**config.mk**
```make
export PLATFORM = sky130hd
export DESIGN_NAME = sms_region_guard
export DESIGN_NICKNAME = d
export VERILOG_FILES = /design/src/rtl/sms_region_guard.sv
export SDC_FILE = /design/constraint.sdc
export NUM_CORES = 1
export LEC_CHECK = 0
export BUFFER_PORTS_ARGS = -buffer_cell sky130_fd_sc_hd__buf_4
export CORE_UTILIZATION = 60
export CTS_BUF_LIST = sky130_fd_sc_hd__clkbuf_4
export CTS_CLUSTER_DIAMETER = 200
export DETAILED_ROUTE_END_ITERATION = 7
export HOLD_SLACK_MARGIN = 0.03
export PLACE_DENSITY_LB_ADDON = 0.15
export SLEW_MARGIN = 0
export SYNTH_ARGS = -nofsm -noshare
export SYNTH_HDL_FRONTEND = slang
export SYNTH_SLANG_ARGS = --single-unit
```
**constraint.sdc**
```tcl
create_clock -name mem_hclk -period 19.2 [get_ports mem_hclk]
set_input_delay 5.76 -clock mem_hclk [delete_from_list [all_inputs] [get_ports mem_hclk]]
set_output_delay 5.76 -clock mem_hclk [all_outputs]
set_load 0.1 [all_outputs]
```
**src/rtl/sms_region_guard.sv**
```systemverilog
// AHB address-phase window checker: combinational deny flags, sticky first-fault capture, level interrupt.
// Build option SMS_GUARD_FAULT_CNT_EN adds a saturating denied-transfer counter readable at 0x0C.
module sms_region_guard #(
  parameter int NUM_REGIONS = 4,
  parameter int GRAN_LOG2   = 12
) (
  input  logic        mem_hclk,
  input  logic        mem_hrst,
  input  logic [31:0] mem_haddr,
  input  logic        mem_hsel,
  input  logic [1:0]  mem_htrans,
  input  logic        mem_hwrite,
  input  logic [2:0]  mem_hsize,
  input  logic [3:0]  mem_hprot,
  input  logic        mem_hready,
  output logic        region_rd_deny_flag,
  output logic        region_wr_deny_flag,
  input  logic        cfg_sel,
  input  logic        cfg_wr,
  input  logic [7:0]  cfg_addr,
  input  logic [31:0] cfg_wdata,
  output logic [31:0] cfg_rdata,
  output logic        guard_irq
);

  logic [2:0]  ctrl_q, ctrl_d;
  logic [31:0] base_q  [NUM_REGIONS];
  logic [31:0] base_d  [NUM_REGIONS];
  logic [31:0] limit_q [NUM_REGIONS];
  logic [31:0] limit_d [NUM_REGIONS];
  // attr packed as {lock, priv_only, wr, rd, en}
  logic [4:0]  attr_q  [NUM_REGIONS];
  logic [4:0]  attr_d  [NUM_REGIONS];

  logic        valid_q, valid_d, ovf_q, ovf_d, fwrite_q, fwrite_d;
  logic [2:0]  fsize_q, fsize_d;
  logic [3:0]  fprot_q, fprot_d;
  logic [31:0] faddr_q, faddr_d;
  logic        irq_q, irq_d;
  logic [31:0] rdata_q, rdata_d;

  logic        hit;
  logic [4:0]  hit_attr;
  logic        rd_ok, wr_ok, rd_deny, wr_deny, denied;
  logic        wr_stb, rd_stb;
  logic [5:0]  cfg_word;
  logic [1:0]  w1c;
  logic [31:0] fcnt_rd;
  logic        unused_ok;

  assign unused_ok = ^{mem_htrans[0], cfg_addr[1:0]};

  // Scan from the top so the lowest matching index is left standing.
  always_comb begin
    hit      = 1'b0;
    hit_attr = '0;
    for (int n = NUM_REGIONS - 1; n >= 0; n--) begin
      if (attr_q[n][0] &&
          mem_haddr[31:GRAN_LOG2] >= base_q[n][31:GRAN_LOG2] &&
          mem_haddr[31:GRAN_LOG2] <= limit_q[n][31:GRAN_LOG2]) begin
        hit      = 1'b1;
        hit_attr = attr_q[n];
      end
    end
  end

  assign rd_ok   = hit ? (hit_attr[1] & (~hit_attr[3] | mem_hprot[1])) : ctrl_q[1];
  assign wr_ok   = hit ? (hit_attr[2] & (~hit_attr[3] | mem_hprot[1])) : ctrl_q[1];
  assign rd_deny = ctrl_q[0] & ~rd_ok;
  assign wr_deny = ctrl_q[0] & ~wr_ok;
  assign denied  = mem_hsel & mem_hready & mem_htrans[1] & (mem_hwrite ? wr_deny : rd_deny);

  assign region_rd_deny_flag = rd_deny;
  assign region_wr_deny_flag = wr_deny;

  assign cfg_word = cfg_addr[7:2];
  assign wr_stb   = cfg_sel & cfg_wr;
  assign rd_stb   = cfg_sel & ~cfg_wr;
  assign w1c      = (wr_stb && cfg_word == 6'd1) ? cfg_wdata[1:0] : 2'b00;

  always_comb begin
    ctrl_d  = ctrl_q;
    base_d  = base_q;
    limit_d = limit_q;
    attr_d  = attr_q;
    if (wr_stb && cfg_word == 6'd0) ctrl_d = cfg_wdata[2:0];
    for (int n = 0; n < NUM_REGIONS; n++) begin
      if (wr_stb && !attr_q[n][4] && cfg_addr[7:4] == 4'(n + 1)) begin
        case (cfg_addr[3:2])
          2'd0:    base_d[n]  = cfg_wdata;
          2'd1:    limit_d[n] = cfg_wdata;
          2'd2:    attr_d[n]  = {cfg_wdata[7], cfg_wdata[3:0]};
          default: ;
        endcase
      end
    end
  end

  // A same-cycle W1C is applied first, so a new fault reloads cleanly over it.
  always_comb begin
    valid_d  = valid_q & ~w1c[0];
    ovf_d    = ovf_q & ~w1c[1];
    faddr_d  = faddr_q;
    fwrite_d = fwrite_q;
    fsize_d  = fsize_q;
    fprot_d  = fprot_q;
    if (denied) begin
      if (!valid_d) begin
        valid_d  = 1'b1;
        faddr_d  = mem_haddr;
        fwrite_d = mem_hwrite;
        fsize_d  = mem_hsize;
        fprot_d  = mem_hprot;
      end else begin
        ovf_d = 1'b1;
      end
    end
    irq_d = ctrl_d[2] & valid_d;
  end

`ifdef SMS_GUARD_FAULT_CNT_EN
  logic [7:0] fcnt_q, fcnt_d;

  always_comb begin
    fcnt_d = fcnt_q;
    if (wr_stb && cfg_word == 6'd3)      fcnt_d = '0;
    else if (denied && fcnt_q != 8'hFF)  fcnt_d = fcnt_q + 8'd1;
  end

  always_ff @(posedge mem_hclk or posedge mem_hrst) begin
    if (mem_hrst) fcnt_q <= '0;
    else          fcnt_q <= fcnt_d;
  end

  assign fcnt_rd = {24'd0, fcnt_q};
`else
  assign fcnt_rd = '0;
`endif

  always_comb begin
    rdata_d = '0;
    if (rd_stb) begin
      case (cfg_word)
        6'd0: rdata_d = {29'd0, ctrl_q};
        6'd1: rdata_d = {20'd0, fprot_q, 1'b0, fsize_q, 1'b0, fwrite_q, ovf_q, valid_q};
        6'd2: rdata_d = faddr_q;
        6'd3: rdata_d = fcnt_rd;
        default: begin
          for (int n = 0; n < NUM_REGIONS; n++) begin
            if (cfg_addr[7:4] == 4'(n + 1)) begin
              case (cfg_addr[3:2])
                2'd0:    rdata_d = base_q[n];
                2'd1:    rdata_d = limit_q[n];
                2'd2:    rdata_d = {24'd0, attr_q[n][4], 3'd0, attr_q[n][3:0]};
                default: rdata_d = '0;
              endcase
            end
          end
        end
      endcase
    end
  end

  always_ff @(posedge mem_hclk or posedge mem_hrst) begin
    if (mem_hrst) begin
      ctrl_q   <= '0;
      valid_q  <= 1'b0;
      ovf_q    <= 1'b0;
      fwrite_q <= 1'b0;
      fsize_q  <= '0;
      fprot_q  <= '0;
      faddr_q  <= '0;
      irq_q    <= 1'b0;
      rdata_q  <= '0;
      for (int n = 0; n < NUM_REGIONS; n++) begin
        base_q[n]  <= '0;
        limit_q[n] <= '0;
        attr_q[n]  <= '0;
      end
    end else begin
      ctrl_q   <= ctrl_d;
      valid_q  <= valid_d;
      ovf_q    <= ovf_d;
      fwrite_q <= fwrite_d;
      fsize_q  <= fsize_d;
      fprot_q  <= fprot_d;
      faddr_q  <= faddr_d;
      irq_q    <= irq_d;
      rdata_q  <= rdata_d;
      for (int n = 0; n < NUM_REGIONS; n++) begin
        base_q[n]  <= base_d[n];
        limit_q[n] <= limit_d[n];
        attr_q[n]  <= attr_d[n];
      end
    end
  end

  assign cfg_rdata = rdata_q;
  assign guard_irq = irq_q;

endmodule
```
==> results_dict.tcl, run 1 <==
set metrics [dict create \
    fin_crit_ns 15.02 \
    cts_sinks 354 \
    critPathMostFrequentCell "buf_4" \
    endpoint_kind "primary output" \
    wl_um 54200 \
    tightest_slew_ns 1.15 \
    hpwlAfterDp_um 35000 \
    setup_viol 0 \
    ioPinCount 123 \
    cts_setup_buffers 0 \
    cp_slowest_cell "a221oi_1" \
    initial_core_util 0.613 \
    async_reset_ff_frac 1.00 \
    netlist_instances 1859 \
    grt_pass1_wl_um 86300 \
    vias 15368 \
    power_density_nw_per_um2 87.0 \
    rsz0062_at_grt "false" \
    drt.antenna.violating_nets 0 \
    power_mw 1.90 \
    yosys.cell_types.count 68 \
    cts_tree "built" \
    coreArea_um2 31700 \
    required_ns 13.44 \
    die_area_um2 33100 \
    drt_iter0_drc 1304 \
    slew_headroom 0.223 \
    crit_arrival_ns 9.26 \
    yosys_warnings 0 \
    worst-r2r-setup-slack_ns 14.49 \
    status "finished clean" \
    die_w_um 182 \
    clk_latency_ns 0.81 \
    cts-resized-gates 0 \
    grt_pass1_vias 15817 \
    rows 65 \
    clkTransAtPathRegs_ns 0.06 \
    synth_area_um2 19500 \
    cp_top_family "compound AO/OA/AOI/OAI gates" \
    synth_edf_count 0 \
    grtUsageTotal 0.339 \
    p_leak_nw 10.8 \
    area_growth_pct 12.4 \
    hold_viol 0 \
    wl_per_cell_um 22.1 \
    final_cell_mix "dfrtp_1, nand2_1, o21ai_0" \
    crit_type "input pin to primary output" \
    layout.nets 2226 \
    io_buffers 119 \
    fin_crit_sh 0.782 \
    skew_ns 0.0534 \
    gp_congestion 0.866 \
    peakVddDrop_v 0.0000536 \
    avgViaCountPerCell 6.27 \
    cts.hold.buffers_added 0 \
    cp.buffers_inverters 2 \
    yosysSeqAreaShare 0.455 \
    synthFlopType "dfrtp_1" \
    antenna_found_initial 2 \
    ys_ff_latch 354 \
    cts-root-buf "clkbuf_4" \
    dpl_cell_area_um2 20600 \
    setup_tns_ns 0 \
    cts.path.max_buffers 3 \
    cap_violations 0 \
    grt_max_degree 183 \
    synth_nets 2107 \
    drtPass1Iterations 6 \
    grt.overflow.total 0 \
    drc 0 \
    path_max_fanout 9 \
    setup.worst_path.start_class "input pin" \
    worstHoldPathType "flip-flop to flip-flop" \
    layout-drive-gt1-share 0.260 \
    fmax_ghz 0.0666 \
    fin_util 0.690 \
    crit_chain "buf_4 -> ha_1 -> a21oi_1 -> o21ai_1 -> a221oi_1 -> nor4bb_1 -> o22a_1 -> and4bb_1 -> a21boi_0 -> o21a_1 -> buf_4" \
    numCtsBuffers 95 \
    slew_viol_final 0 \
    mostFrequentLayoutCell "dfrtp_1" \
    htree_levels 3 \
    design_area_um2 21900 \
    slowest_delay_ns 0.66 \
    die_y_um 182 \
    avgSynthCellArea_um2 10.5 \
]
## synthesized netlist by cell type (all sizes together), types with 3 or more instances
library cell / count / area [um^2]
nor4: 12 / 75.1
buf: 14 / 118
nor2b: 7 / 43.8
o31ai: 3 / 22.5
a2111oi: 3 / 26.3
dfrtp: 354 / 8860
a22oi: 27 / 208
and4: 7 / 61.3
nand2: 198 / 743
nand2b: 4 / 25.0
inv: 161 / 604
mux2: 208 / 2490
a221oi: 39 / 342
o21a: 9 / 67.6
nor2: 61 / 229
clkbuf: 108 / 405
a221o: 28 / 280
nand3: 22 / 110
a21boi: 4 / 41.3
a32oi: 7 / 61.3
o21ai: 181 / 906
or3: 4 / 30.0
o221ai: 4 / 35.0
a21oi: 65 / 329
a211oi: 15 / 113
a222oi: 19 / 190
and2: 4 / 26.3
nor3: 3 / 15.0
a21o: 14 / 105
or2: 3 / 18.8
o211ai: 8 / 73.8
mux2i: 21 / 210
nand4: 20 / 125
o22ai: 36 / 225
ha: 160 / 2000
## logic make-up after synthesis
group / Yosys count / share of synthesized area
adder cells (fa/ha/maj): 160 / 0.103
AO/OA/AOI/OAI: 479 / 0.164
flip-flops: 354 / 0.455
multiplexers: 229 / 0.139
AND/OR/NAND/NOR: 354 / 0.0813
buffers and inverters: 283 / 0.0580
## registers in the layout, summed over array words and instances, names as in the netlist
name and count:
attr_q 20, base_q 128, cfg_rdata 32, ctrl_q 3
faddr_q 32, fprot_q 4, fsize_q 3, fwrite_q 1
guard_irq 1, limit_q 128, ovf_q 1, valid_q 1
## power by group
group	total, mW	internal (mW)	switching [mW]
registers	0.866	0.822	0.0441
logic	0.327	0.137	0.190
clock network	0.710	0.387	0.324
total	1.90	1.35	0.558
## worst paths after layout
path | cells past startpoint | end | start
worst max register to register | 12 | faddr_q[22] | limit_q[57]
max in group asynchronous | 3 | ctrl_q[2] | mem_hrst
worst max-delay path | 11 | region_wr_deny_flag | mem_haddr[25]
worst min-delay path | 2 | ovf_q | ovf_q
min in group asynchronous | 2 | cfg_rdata[20] | mem_hrst
worst min register to register | 2 | ovf_q | ovf_q
## layer usage
layer	track usage	vias to the layer above	part of all wire
met5	0	-	0.00024
met4	0.138	2	0.033
met3	0.0694	126	0.080
met2	0.533	661	0.46
met1	0.459	7579	0.43
li1	-	7000	-
## tightest hold or removal path, cell delays in order, from the launching register on
cell and delay (ns):
dfrtp_1 0.35, nand2_1 0.06, o31ai_1 0.06
## through the flow
stage                     worst slack (ns)  instances  hold slack, ns
after floorplan                       3.62       1859           0.447
after global placement                4.31       2283           0.468
after detailed placement              4.28       2283           0.490
after CTS                             4.28       2449           0.503
after global routing                  4.00       2450           0.516
final                                 4.18       2450           0.502
## cell type report
type                    instances  area [um^2]
diodes                          1         2.50
clock buffers                 147         1100
clock inverters                19          165
fillers                      2474         9850
inverters                     161          612
multi-input cells            1222         9530
flip-flops and latches        354         8860
well taps                     402          503
repair buffers                144         1090
Note: power is estimated with default switching activity, not from simulation.
==> run 2, diff against run 1 <==
==> constraint.sdc (replaced) <==
create_clock -name mem_hclk -period 14.76 [get_ports mem_hclk]
set_input_delay 4.428 -clock mem_hclk [delete_from_list [all_inputs] [get_ports mem_hclk]]
set_output_delay 4.428 -clock mem_hclk [all_outputs]
set_load 0.1 [all_outputs]
==> run 2 against run 1 <==
Worst setup slack got worse by 1.8 ns. Power increased by 26%. Sequential power increased by 30%. Die area stayed put. Core utilization decreased by 0.34 points. Combinational power increased by 30%. Routed wire length hardly changed. Sequential share of layout area up 0.20 points. Clock skew down 0.0053 ns. Clock power increased by 18%. Final cell count is essentially flat. Critical path depth stayed put.
==> results_dict.tcl, run 2 (synthesis results as in run 1) <==
set metrics [dict create \
    seqPwrFrac 0.471 \
    switchingPower_uw 712 \
    grt.overflow.total 0 \
    crit_type "input pin to primary output" \
    fin_util 0.686 \
    p_comb_frac 0.178 \
    cts_setup_buffers 0 \
    p_leak_nw 10.7 \
    p_clk_frac 0.351 \
    setup_tns_ns 0 \
    wl_per_cell_um 22.1 \
    initial_core_util 0.613 \
    cts-root-buf "clkbuf_4" \
    top_regs "base_q x128, limit_q x128" \
    cap_violations 0 \
    cts-resized-gates 0 \
    grt_max_degree 173 \
    drt_iter0_drc 1156 \
    crit_chain "buf_4 -> ha_1 -> a21oi_1 -> o21ai_1 -> a221oi_1 -> nor4bb_1 -> o22a_1 -> and4bb_1 -> a21boi_0 -> o21a_1 -> buf_4" \
    die_y_um 182 \
    setup_viol 0 \
    hpwlAfterDp_um 35200 \
    cts_tree "built" \
    drc 0 \
    grt_pass1_wl_um 85700 \
    power_density_nw_per_um2 110 \
    hold_viol 0 \
    required_ns 10.33 \
    critPathMostFrequentCell "buf_4" \
    slew_viol_final 0 \
    ioPinCount 123 \
    final_cell_mix "dfrtp_1, nand2_1, o21ai_0" \
    setup.worst_path.start_class "input pin" \
    regArea_um2 8860 \
    cts_sinks 354 \
    slowest_delay_ns 0.67 \
    vias 15287 \
    cts.hold.buffers_added 0 \
    clkTransAtPathRegs_ns 0.05 \
    drt.antenna.violating_nets 0 \
    cp.buffers_inverters 2 \
    fin_crit_sh 0.839 \
    layout.nets 2229 \
    grtUsageTotal 0.335 \
    layout-drive-gt1-share 0.258 \
    drtPass1Iterations 6 \
    worstHoldPathType "flip-flop to flip-flop" \
    avgViaCountPerCell 6.24 \
    die_area_um2 33100 \
    grt_pass1_vias 15829 \
    cp_top_family "compound AO/OA/AOI/OAI gates" \
    coreArea_um2 31700 \
    cts.path.max_buffers 3 \
    clk_latency_ns 0.77 \
    wl_um 54200 \
    path_max_fanout 9 \
    antenna_found_initial 1 \
    rows 65 \
    p_int_mw 1.68 \
    slew_headroom 0.227 \
    area_growth_pct 11.9 \
    endpoint_kind "primary output" \
    io_buffers 119 \
    crit_arrival_ns 7.96 \
    fin_crit_ns 12.39 \
    die_w_um 182 \
    p_sw_frac 0.298 \
    status "finished clean" \
    nFillCells 2480 \
    cp_slowest_cell "nor4bb_1" \
    rsz0062_at_grt "false" \
    htree_levels 3 \
    fmax_ghz 0.0807 \
    peakVddDrop_v 0.0000786 \
    gp_congestion 0.897 \
    skew_ns 0.0480 \
    mostFrequentLayoutCell "dfrtp_1" \
    tightest_slew_ns 1.15 \
    numCtsBuffers 95 \
    multi_input_comb_area_um2 9530 \
]
[run 2: final timing paths]
check / startpoint / endpoint / slack, ns / cells after the start
max: mem_haddr[25] / region_rd_deny_flag / 2.37 / 11
min in group asynchronous: mem_hrst / cfg_rdata[21] / 3.79 / 2
max reg2reg: limit_q[57] / faddr_q[16] / 10.01 / 12
min: ovf_q / ovf_q / 0.49 / 2
min reg2reg: ovf_q / ovf_q / 0.49 / 2
max in group asynchronous: mem_hrst / limit_q[72] / 9.39 / 3
[run 2: area by class of cell]
type | instances | share of cell area
Antenna cell | 1 | 0.000115
Clock buffer | 141 | 0.0486
Multi-Input combinational cell | 1222 | 0.438
Timing Repair Buffer | 147 | 0.0513
Clock inverter | 21 | 0.00362
Sequential cell | 354 | 0.407
Tap cell | 402 | 0.0231
Inverter | 161 | 0.0281
[run 2: worst register-to-register path: stages (launching register included)]
cell and delay [ns]:
dfrtp_1 0.35, inv_1 0.06, ha_1 0.29, a21oi_1 0.20
o21ai_1 0.10, a221oi_1 0.63, nor4bb_1 0.67, o22a_1 0.39
and4bb_1 0.26, a211oi_1 0.37, a21boi_4 0.23, buf_4 0.69
mux2_4 0.40
[run 2: stage by stage]
step	hold slack [ns]	setup WS (ns)	total power, mW	instances	cell area, um^2
floorplan	0.447	0.512	1.42	1859	19500
global placement	0.471	2.54	1.54	2286	20600
detailed placement	0.466	2.44	1.56	2286	20600
CTS	0.477	2.44	2.40	2448	21800
global route	0.517	2.29	2.52	2449	21800
finish	0.490	2.37	2.39	2449	21800
[run 2: power by group through the flow]
stage               clock network [mW]  logic [mW]  registers (mW)
detailed placement                   0       0.421            1.14
global placement                     0       0.403            1.14
global route                     0.905       0.473            1.14
finish                           0.838       0.426            1.13
CTS                              0.856       0.423            1.13
floorplan                            0       0.286            1.14
[run 2: layer usage]
metal | track usage | share of wire | vias up
li1 | - | - | 7005
met1 | 0.442 | 0.42 | 7521
met2 | 0.533 | 0.47 | 641
met3 | 0.0726 | 0.080 | 120
met4 | 0.150 | 0.032 | 0
met5 | 0 | 0 | -
